--- config.mk ---
export PLATFORM = sky130hd
export DESIGN_NAME = remote_comm
export DESIGN_NICKNAME = d
export VERILOG_FILES = /design/src/rtl/remote_comm.sv
export SDC_FILE = /design/constraint.sdc
export NUM_CORES = 1
export LEC_CHECK = 0
export CORE_MARGIN = 4
export CORE_UTILIZATION = 40
export DETAILED_ROUTE_END_ITERATION = 12
export PLACE_DENSITY_LB_ADDON = 0.1
export SLEW_MARGIN = 10
export SYNTH_ARGS = -nofsm -noshare
export SYNTH_HDL_FRONTEND = slang
export SYNTH_SLANG_ARGS = --single-unit
--- constraint.sdc ---
create_clock -name clk -period 4.4 [get_ports clk]
set_input_delay 0.88 -clock clk [delete_from_list [all_inputs] [get_ports clk]]
set_output_delay 0.88 -clock clk [all_outputs]
set_load 0.005 [all_outputs]
--- src/rtl/remote_comm.sv ---
// remote_comm: host-side remote-control link for the Knight robot.
//
// Sends a 16-bit command as two back-to-back 8N1 UART frames (high byte
// first) on TX, and receives single-byte 8N1 responses on RX.
//
// Parameters:
//   BAUD_DIV  clocks per UART bit (>= 16)
// Ports:
//   clk       system clock, rising edge
//   rst_n     asynchronous active-low reset
//   RX        serial input from robot, idles high
//   TX        serial output to robot, idles high (registered)
//   cmd       command word, captured when snd_cmd is accepted
//   snd_cmd   single-cycle send request, accepted only when idle/done
//   cmd_snt   level, both bytes of the last command transmitted
//   resp      last received byte
//   resp_rdy  level, resp holds a new byte
//
// Build option:
//   REMOTE_COMM_RX_SYNC_EN  two-flop RX synchronizer instead of one flop.

module remote_comm #(
   parameter int unsigned BAUD_DIV = 434
) (
   input  logic        clk,
   input  logic        rst_n,
   input  logic        RX,
   output logic        TX,
   input  logic [15:0] cmd,
   input  logic        snd_cmd,
   output logic        cmd_snt,
   output logic [7:0]  resp,
   output logic        resp_rdy
);

   localparam int unsigned CntW = (BAUD_DIV > 1) ? $clog2(BAUD_DIV) : 1;
   localparam logic [CntW-1:0] BaudMax = CntW'(BAUD_DIV - 1);
   localparam logic [CntW-1:0] HalfMax = CntW'(BAUD_DIV / 2 - 1);
   localparam logic [CntW-1:0] CntOne  = CntW'(1);

   // ---------------------------------------------------------------------
   // Send side
   // ---------------------------------------------------------------------
   typedef enum logic [1:0] {StIdle, StHigh, StLow, StDone} tx_state_e;

   tx_state_e       tx_state_q, tx_state_d;
   logic [15:0]     cmd_q;
   logic [8:0]      tx_sr_q;     // remaining data bits plus stop bit
   logic [3:0]      tx_bit_q;
   logic [CntW-1:0] tx_baud_q;
   logic            tx_q;
   logic            cmd_snt_q;

   logic            accept;
   logic            tx_load;
   logic [7:0]      tx_load_byte;
   logic            set_snt;
   logic            tx_busy;
   logic            tx_bit_end;
   logic            tx_frame_end;

   assign tx_busy      = (tx_state_q == StHigh) || (tx_state_q == StLow);
   assign tx_bit_end   = (tx_baud_q == BaudMax);
   assign tx_frame_end = tx_bit_end && (tx_bit_q == 4'd9);

   always_comb begin
      tx_state_d   = tx_state_q;
      accept       = 1'b0;
      tx_load      = 1'b0;
      tx_load_byte = cmd_q[7:0];
      set_snt      = 1'b0;
      unique case (tx_state_q)
         StIdle, StDone: begin
            if (snd_cmd) begin
               accept       = 1'b1;
               tx_load      = 1'b1;
               tx_load_byte = cmd[15:8];
               tx_state_d   = StHigh;
            end else if (tx_state_q == StDone) begin
               tx_state_d = StIdle;
            end
         end
         StHigh: begin
            // Low byte starts on the same edge the high stop bit ends.
            if (tx_frame_end) begin
               tx_load    = 1'b1;
               tx_state_d = StLow;
            end
         end
         StLow: begin
            if (tx_frame_end) begin
               set_snt    = 1'b1;
               tx_state_d = StDone;
            end
         end
         default: tx_state_d = StIdle;
      endcase
   end

   always_ff @(posedge clk or negedge rst_n) begin
      if (!rst_n) begin
         tx_state_q <= StIdle;
      end else begin
         tx_state_q <= tx_state_d;
      end
   end

   always_ff @(posedge clk or negedge rst_n) begin
      if (!rst_n) begin
         cmd_q     <= '0;
         tx_sr_q   <= '1;
         tx_bit_q  <= '0;
         tx_baud_q <= '0;
         tx_q      <= 1'b1;
         cmd_snt_q <= 1'b0;
      end else begin
         if (accept) begin
            cmd_q <= cmd;
         end
         if (tx_load) begin
            tx_q      <= 1'b0;
            tx_sr_q   <= {1'b1, tx_load_byte};
            tx_bit_q  <= '0;
            tx_baud_q <= '0;
         end else if (tx_busy) begin
            if (tx_bit_end) begin
               tx_baud_q <= '0;
               if (tx_bit_q != 4'd9) begin
                  tx_q     <= tx_sr_q[0];
                  tx_sr_q  <= {1'b1, tx_sr_q[8:1]};
                  tx_bit_q <= tx_bit_q + 4'd1;
               end
            end else begin
               tx_baud_q <= tx_baud_q + CntOne;
            end
         end else begin
            tx_q      <= 1'b1;
            tx_bit_q  <= '0;
            tx_baud_q <= '0;
         end
         if (accept) begin
            cmd_snt_q <= 1'b0;
         end else if (set_snt) begin
            cmd_snt_q <= 1'b1;
         end
      end
   end

   assign TX      = tx_q;
   assign cmd_snt = cmd_snt_q;

   // ---------------------------------------------------------------------
   // Receive side
   // ---------------------------------------------------------------------
   logic rx_s;
   logic rx_hist_q;

`ifdef REMOTE_COMM_RX_SYNC_EN
   logic rx_meta_q, rx_sync_q;
   always_ff @(posedge clk or negedge rst_n) begin
      if (!rst_n) begin
         rx_meta_q <= 1'b1;
         rx_sync_q <= 1'b1;
      end else begin
         rx_meta_q <= RX;
         rx_sync_q <= rx_meta_q;
      end
   end
   assign rx_s = rx_sync_q;
`else
   logic rx_sync_q;
   always_ff @(posedge clk or negedge rst_n) begin
      if (!rst_n) begin
         rx_sync_q <= 1'b1;
      end else begin
         rx_sync_q <= RX;
      end
   end
   assign rx_s = rx_sync_q;
`endif

   typedef enum logic [1:0] {RxIdle, RxStart, RxData} rx_state_e;

   rx_state_e       rx_state_q, rx_state_d;
   logic [CntW-1:0] rx_baud_q;
   logic [3:0]      rx_bit_q;
   logic [7:0]      rx_sr_q;
   logic [7:0]      resp_q;
   logic            resp_rdy_q;

   logic rx_fall;
   logic rx_confirm;
   logic rx_sample;
   logic rx_done;

   assign rx_fall = rx_hist_q & ~rx_s;

   always_comb begin
      rx_state_d = rx_state_q;
      rx_confirm = 1'b0;
      rx_sample  = 1'b0;
      rx_done    = 1'b0;
      unique case (rx_state_q)
         RxIdle: begin
            if (rx_fall) begin
               rx_state_d = RxStart;
            end
         end
         RxStart: begin
            // Mid start bit: a high level means it was only a glitch.
            if (rx_baud_q == HalfMax) begin
               if (rx_s) begin
                  rx_state_d = RxIdle;
               end else begin
                  rx_confirm = 1'b1;
                  rx_state_d = RxData;
               end
            end
         end
         RxData: begin
            if (rx_baud_q == BaudMax) begin
               if (rx_bit_q == 4'd8) begin
                  rx_done    = 1'b1;
                  rx_state_d = RxIdle;
               end else begin
                  rx_sample = 1'b1;
               end
            end
         end
         default: rx_state_d = RxIdle;
      endcase
   end

   always_ff @(posedge clk or negedge rst_n) begin
      if (!rst_n) begin
         rx_state_q <= RxIdle;
      end else begin
         rx_state_q <= rx_state_d;
      end
   end

   always_ff @(posedge clk or negedge rst_n) begin
      if (!rst_n) begin
         rx_hist_q  <= 1'b1;
         rx_baud_q  <= '0;
         rx_bit_q   <= '0;
         rx_sr_q    <= '0;
         resp_q     <= '0;
         resp_rdy_q <= 1'b0;
      end else begin
         rx_hist_q <= rx_s;
         unique case (rx_state_q)
            RxStart: rx_baud_q <= (rx_baud_q == HalfMax) ? '0 : rx_baud_q + CntOne;
            RxData:  rx_baud_q <= (rx_baud_q == BaudMax) ? '0 : rx_baud_q + CntOne;
            default: rx_baud_q <= '0;
         endcase
         if (rx_state_q == RxIdle) begin
            rx_bit_q <= '0;
         end else if (rx_sample) begin
            rx_sr_q  <= {rx_s, rx_sr_q[7:1]};
            rx_bit_q <= rx_bit_q + 4'd1;
         end
         if (rx_done) begin
            resp_q <= rx_sr_q;
         end
         if (rx_done) begin
            resp_rdy_q <= 1'b1;
         end else if (rx_confirm || accept) begin
            resp_rdy_q <= 1'b0;
         end
      end
   end

   assign resp     = resp_q;
   assign resp_rdy = resp_rdy_q;

endmodule

==> summary.txt <==
STA
  – # setup viols final: 0
  – Tightest Pin Transition: 0.762 ns
  – Final hold vios: 0
  – Final worst slack: 1.55 ns
  – Fmax: 350 MHz
  – Period utilization: 64.8%
  – Clk_skew: 0.0100 ns
  – Max_slew headroom: 49.1%
  – Slew Limit Fails: 0
  – Period minus WS final: 2.85 ns
  – RSZ-0062 raised after global routing: false
  – Sum of negative setup slack: 0 ns

Die
  – Chip Width: 99.3 um
  – Die height: 99.3 um
  – CORE AREA: 8180 um^2
  – # IOs: 31
  – Die area: 9860 um^2
  – Initial Utilization: 40.8%
  – FP Rows: 33

Place
  – Placed Cells: 411
  – Placed inst area: 3740 um^2
  – GP Congestion: 0.792
  – Worst slack, placed: 1.19 ns
  – DP HPWL: 4.14 mm
  – Port Buffers: 30

Synthesis
  – Synth async-reset ratio: 100%
  – Mapped Area: 3340 um^2
  – YS warnings: 0
  – Top cells by count, synth: dfrtp_1 (56), nor2_1 (25), mux2_2 (23), mux2i_1 (23), inv_1 (16)
  – Cell count after synthesis: 282
  – Synth Register Bits: 67
  – Post-synthesis average cell area: 11.8 um^2
  – Yosys top cell by area: dfrtp_1
  – Library cells used by synthesis: 54
  – Top-area cell type share of the netlist area: 42.0%
  – Sequential share of the synthesized area: 50.7%
  – Top-count cell post-synth: dfrtp_1
  – Area contributors post-synth: dfrtp_1 (42%), dfstp_2 (8.7%), mux2_2 (7.8%)
  – Post-synth EDFFs: 0
  – Most used DFF post-synth: dfrtp_1
  – Mapped Nets: 317

Worst setup path
  – Data arrival time of the critical path: 3.12 ns
  – Reg2reg setup slack: 1.60 ns
  – Crit. Startpoint: snd_cmd
  – Critical path type: input port to flip-flop
  – R2r startpoint: tx_state_q[0]$_DFFE_PN0P_
  – R2R depth: 7
  – Worst-path maximum fanout: 16
  – Crit Reg-Reg Endpoint: tx_sr_q[2]$_DFFE_PN1P_
  – Setup crit end: tx_sr_q[2]$_DFFE_PN1P_
  – Critical Path RT: 4.67 ns
  – Critical Path Sink Type: flip-flop
  – Startpoint Class: input port

Route
  – Vias per cell: 5.13
  – Post-Route WL: 6.11 mm
  – Initial drt markers: 37
  – Via count: 2190
  – Routed WL per cell: 14.3 um
  – Drt first pass iters: 4
  – Number of remaining DRC errors: 0
  – Routed Antenna Nets: 0

Clock network
  – Post-CTS Resized: 0
  – CTS max path bufs: 2
  – Post-CTS setup buffers: 0
  – Total CTS buffers: 9
  – Clock Latency Late Sink: 0.35 ns
  – CTS tree: yes
  – Htree depth: 3
  – Reg clk slew, reported paths: 0.08 ns
  – Clock Sink Count: 67
  – Cts hold-fix bufs: 0
  – Clock root buffer: clkbuf_8

Global route
  – Initial antenna violation count: 0
  – Total track usage: 13.2%
  – Remaining global-route overflow: 0
  – Vias in the first global route: 2129
  – Largest net degree at the start of global routing: 43
  – First-pass GRT wire length: 10.5 mm

Power and ir drop
  – Overall Power: 2.04 mW
  – PwrDens: 513 nW/um^2
  – Leakage: 1.76 nW
  – VDD IR max: 194 uV

Flow run
  – Max_cap viols: 0

Min path
  – HP Class: flip-flop to flip-flop

Final layout
  – Layout area overhead: 19.4%
  – Cell area after layout: 3980 um^2
  – Fillers: 767
  – Non-Filler Instances: 427
  – # diodes: 0
  – Share of cells above drive strength 1: 18.9%
  – Nets: 352

Outcome
  – Status: finished, final reports clean
registers in the layout, summed over array words and instances, names as in the netlist, 4 cells and up:
signal and flops:
tx_baud_q 9, rx_sr_q 8, rx_bit_q 4, resp 8, cmd_q 8, tx_bit_q 4
tx_sr_q 8, rx_baud_q 9
kinds of logic after synthesis:
logic type,share of synthesized area [%]
AND/OR/NAND/NOR,15.5
XOR/XNOR,3.94
AO/OA/AOI/OAI,6.75
buffers and inverters,2.85
flip-flops,50.7
adder cells (fa/ha/maj),5.63
multiplexers,14.7
worst min path at each step:
stage	startpoint	cells past startpoint	endpoint	slack, ns
after floorplan	rx_s$_DFF_PN1_	0	rx_hist_q$_DFF_PN1_	0.37
after global placement	rx_s$_DFF_PN1_	0	rx_hist_q$_DFF_PN1_	0.39
after detailed placement	rx_s$_DFF_PN1_	0	rx_hist_q$_DFF_PN1_	0.39
after CTS	rx_s$_DFF_PN1_	0	rx_hist_q$_DFF_PN1_	0.39
after global routing	rx_s$_DFF_PN1_	0	rx_hist_q$_DFF_PN1_	0.40
final	rx_s$_DFF_PN1_	0	rx_hist_q$_DFF_PN1_	0.39
routing by layer:
layer | track usage (%) | part of all wire, % | wire [um]
met3 | 4.70 | 4.0 | 242
met1 | 19.0 | 52 | 3150
met4 | 4.10 | 0.98 | 60
met5 | 0 | 0 | 0
met2 | 18.6 | 44 | 2660
placed cells by master, fill, tap and decap left out, drive strengths merged, types with 2 or more instances in the layout:
cell type      netlist  routed
dfstp               11      11
clkinvlp             0       2
nor4                 3       3
nand4b               3       3
nor3                 4       4
nand3               12      12
bufinv               0       3
xor2                10      10
or3                  3       3
o21ai                7       7
and3                 2       2
ha                  15      15
and4bb               2       2
inv                 16      16
and4b                2       2
mux2i               23      23
nand2b               2       2
buf                  3       3
clkdlybuf4s50        0      29
xnor2                5       5
mux2                23      23
dfrtp               56      56
a31oi                3       3
and3b                4       4
clkbuf               5      10
nor2                25      25
nand2                6       6
nand4                6       6
a21oi                9       9
o31ai                2       2
critical path, cell delays in order:
cell and delay, ns:
clkdlybuf4s50_1 0.63, nand2_1 0.52, o31ai_1 0.25, nor2b_1 0.36
buf_4 0.26, mux2i_1 0.21
stage by stage:
stage                     hold WS (ns)  util, %
after floorplan                  0.368        -
after global placement           0.389     45.8
after detailed placement         0.389     45.8
after CTS                        0.390     48.7
after global routing             0.399     48.7
final                            0.387     48.7
report_power, final:
group / internal [mW] / switching (mW)
logic: 0.263 / 0.326
clock network: 0.377 / 0.240
registers: 0.762 / 0.0757
final cells by class:
class | count | area [um^2] | area share (%)
Sequential cell | 67 | 1690 | 42.4
Multi-Input combinational cell | 191 | 1550 | 38.9
Timing Repair Buffer | 32 | 310 | 7.79
Tap cell | 105 | 131 | 3.30
Clock buffer | 10 | 128 | 3.20
Clock inverter | 6 | 114 | 2.86
Inverter | 16 | 60.1 | 1.51
Note: power is estimated with default switching activity, not from simulation.
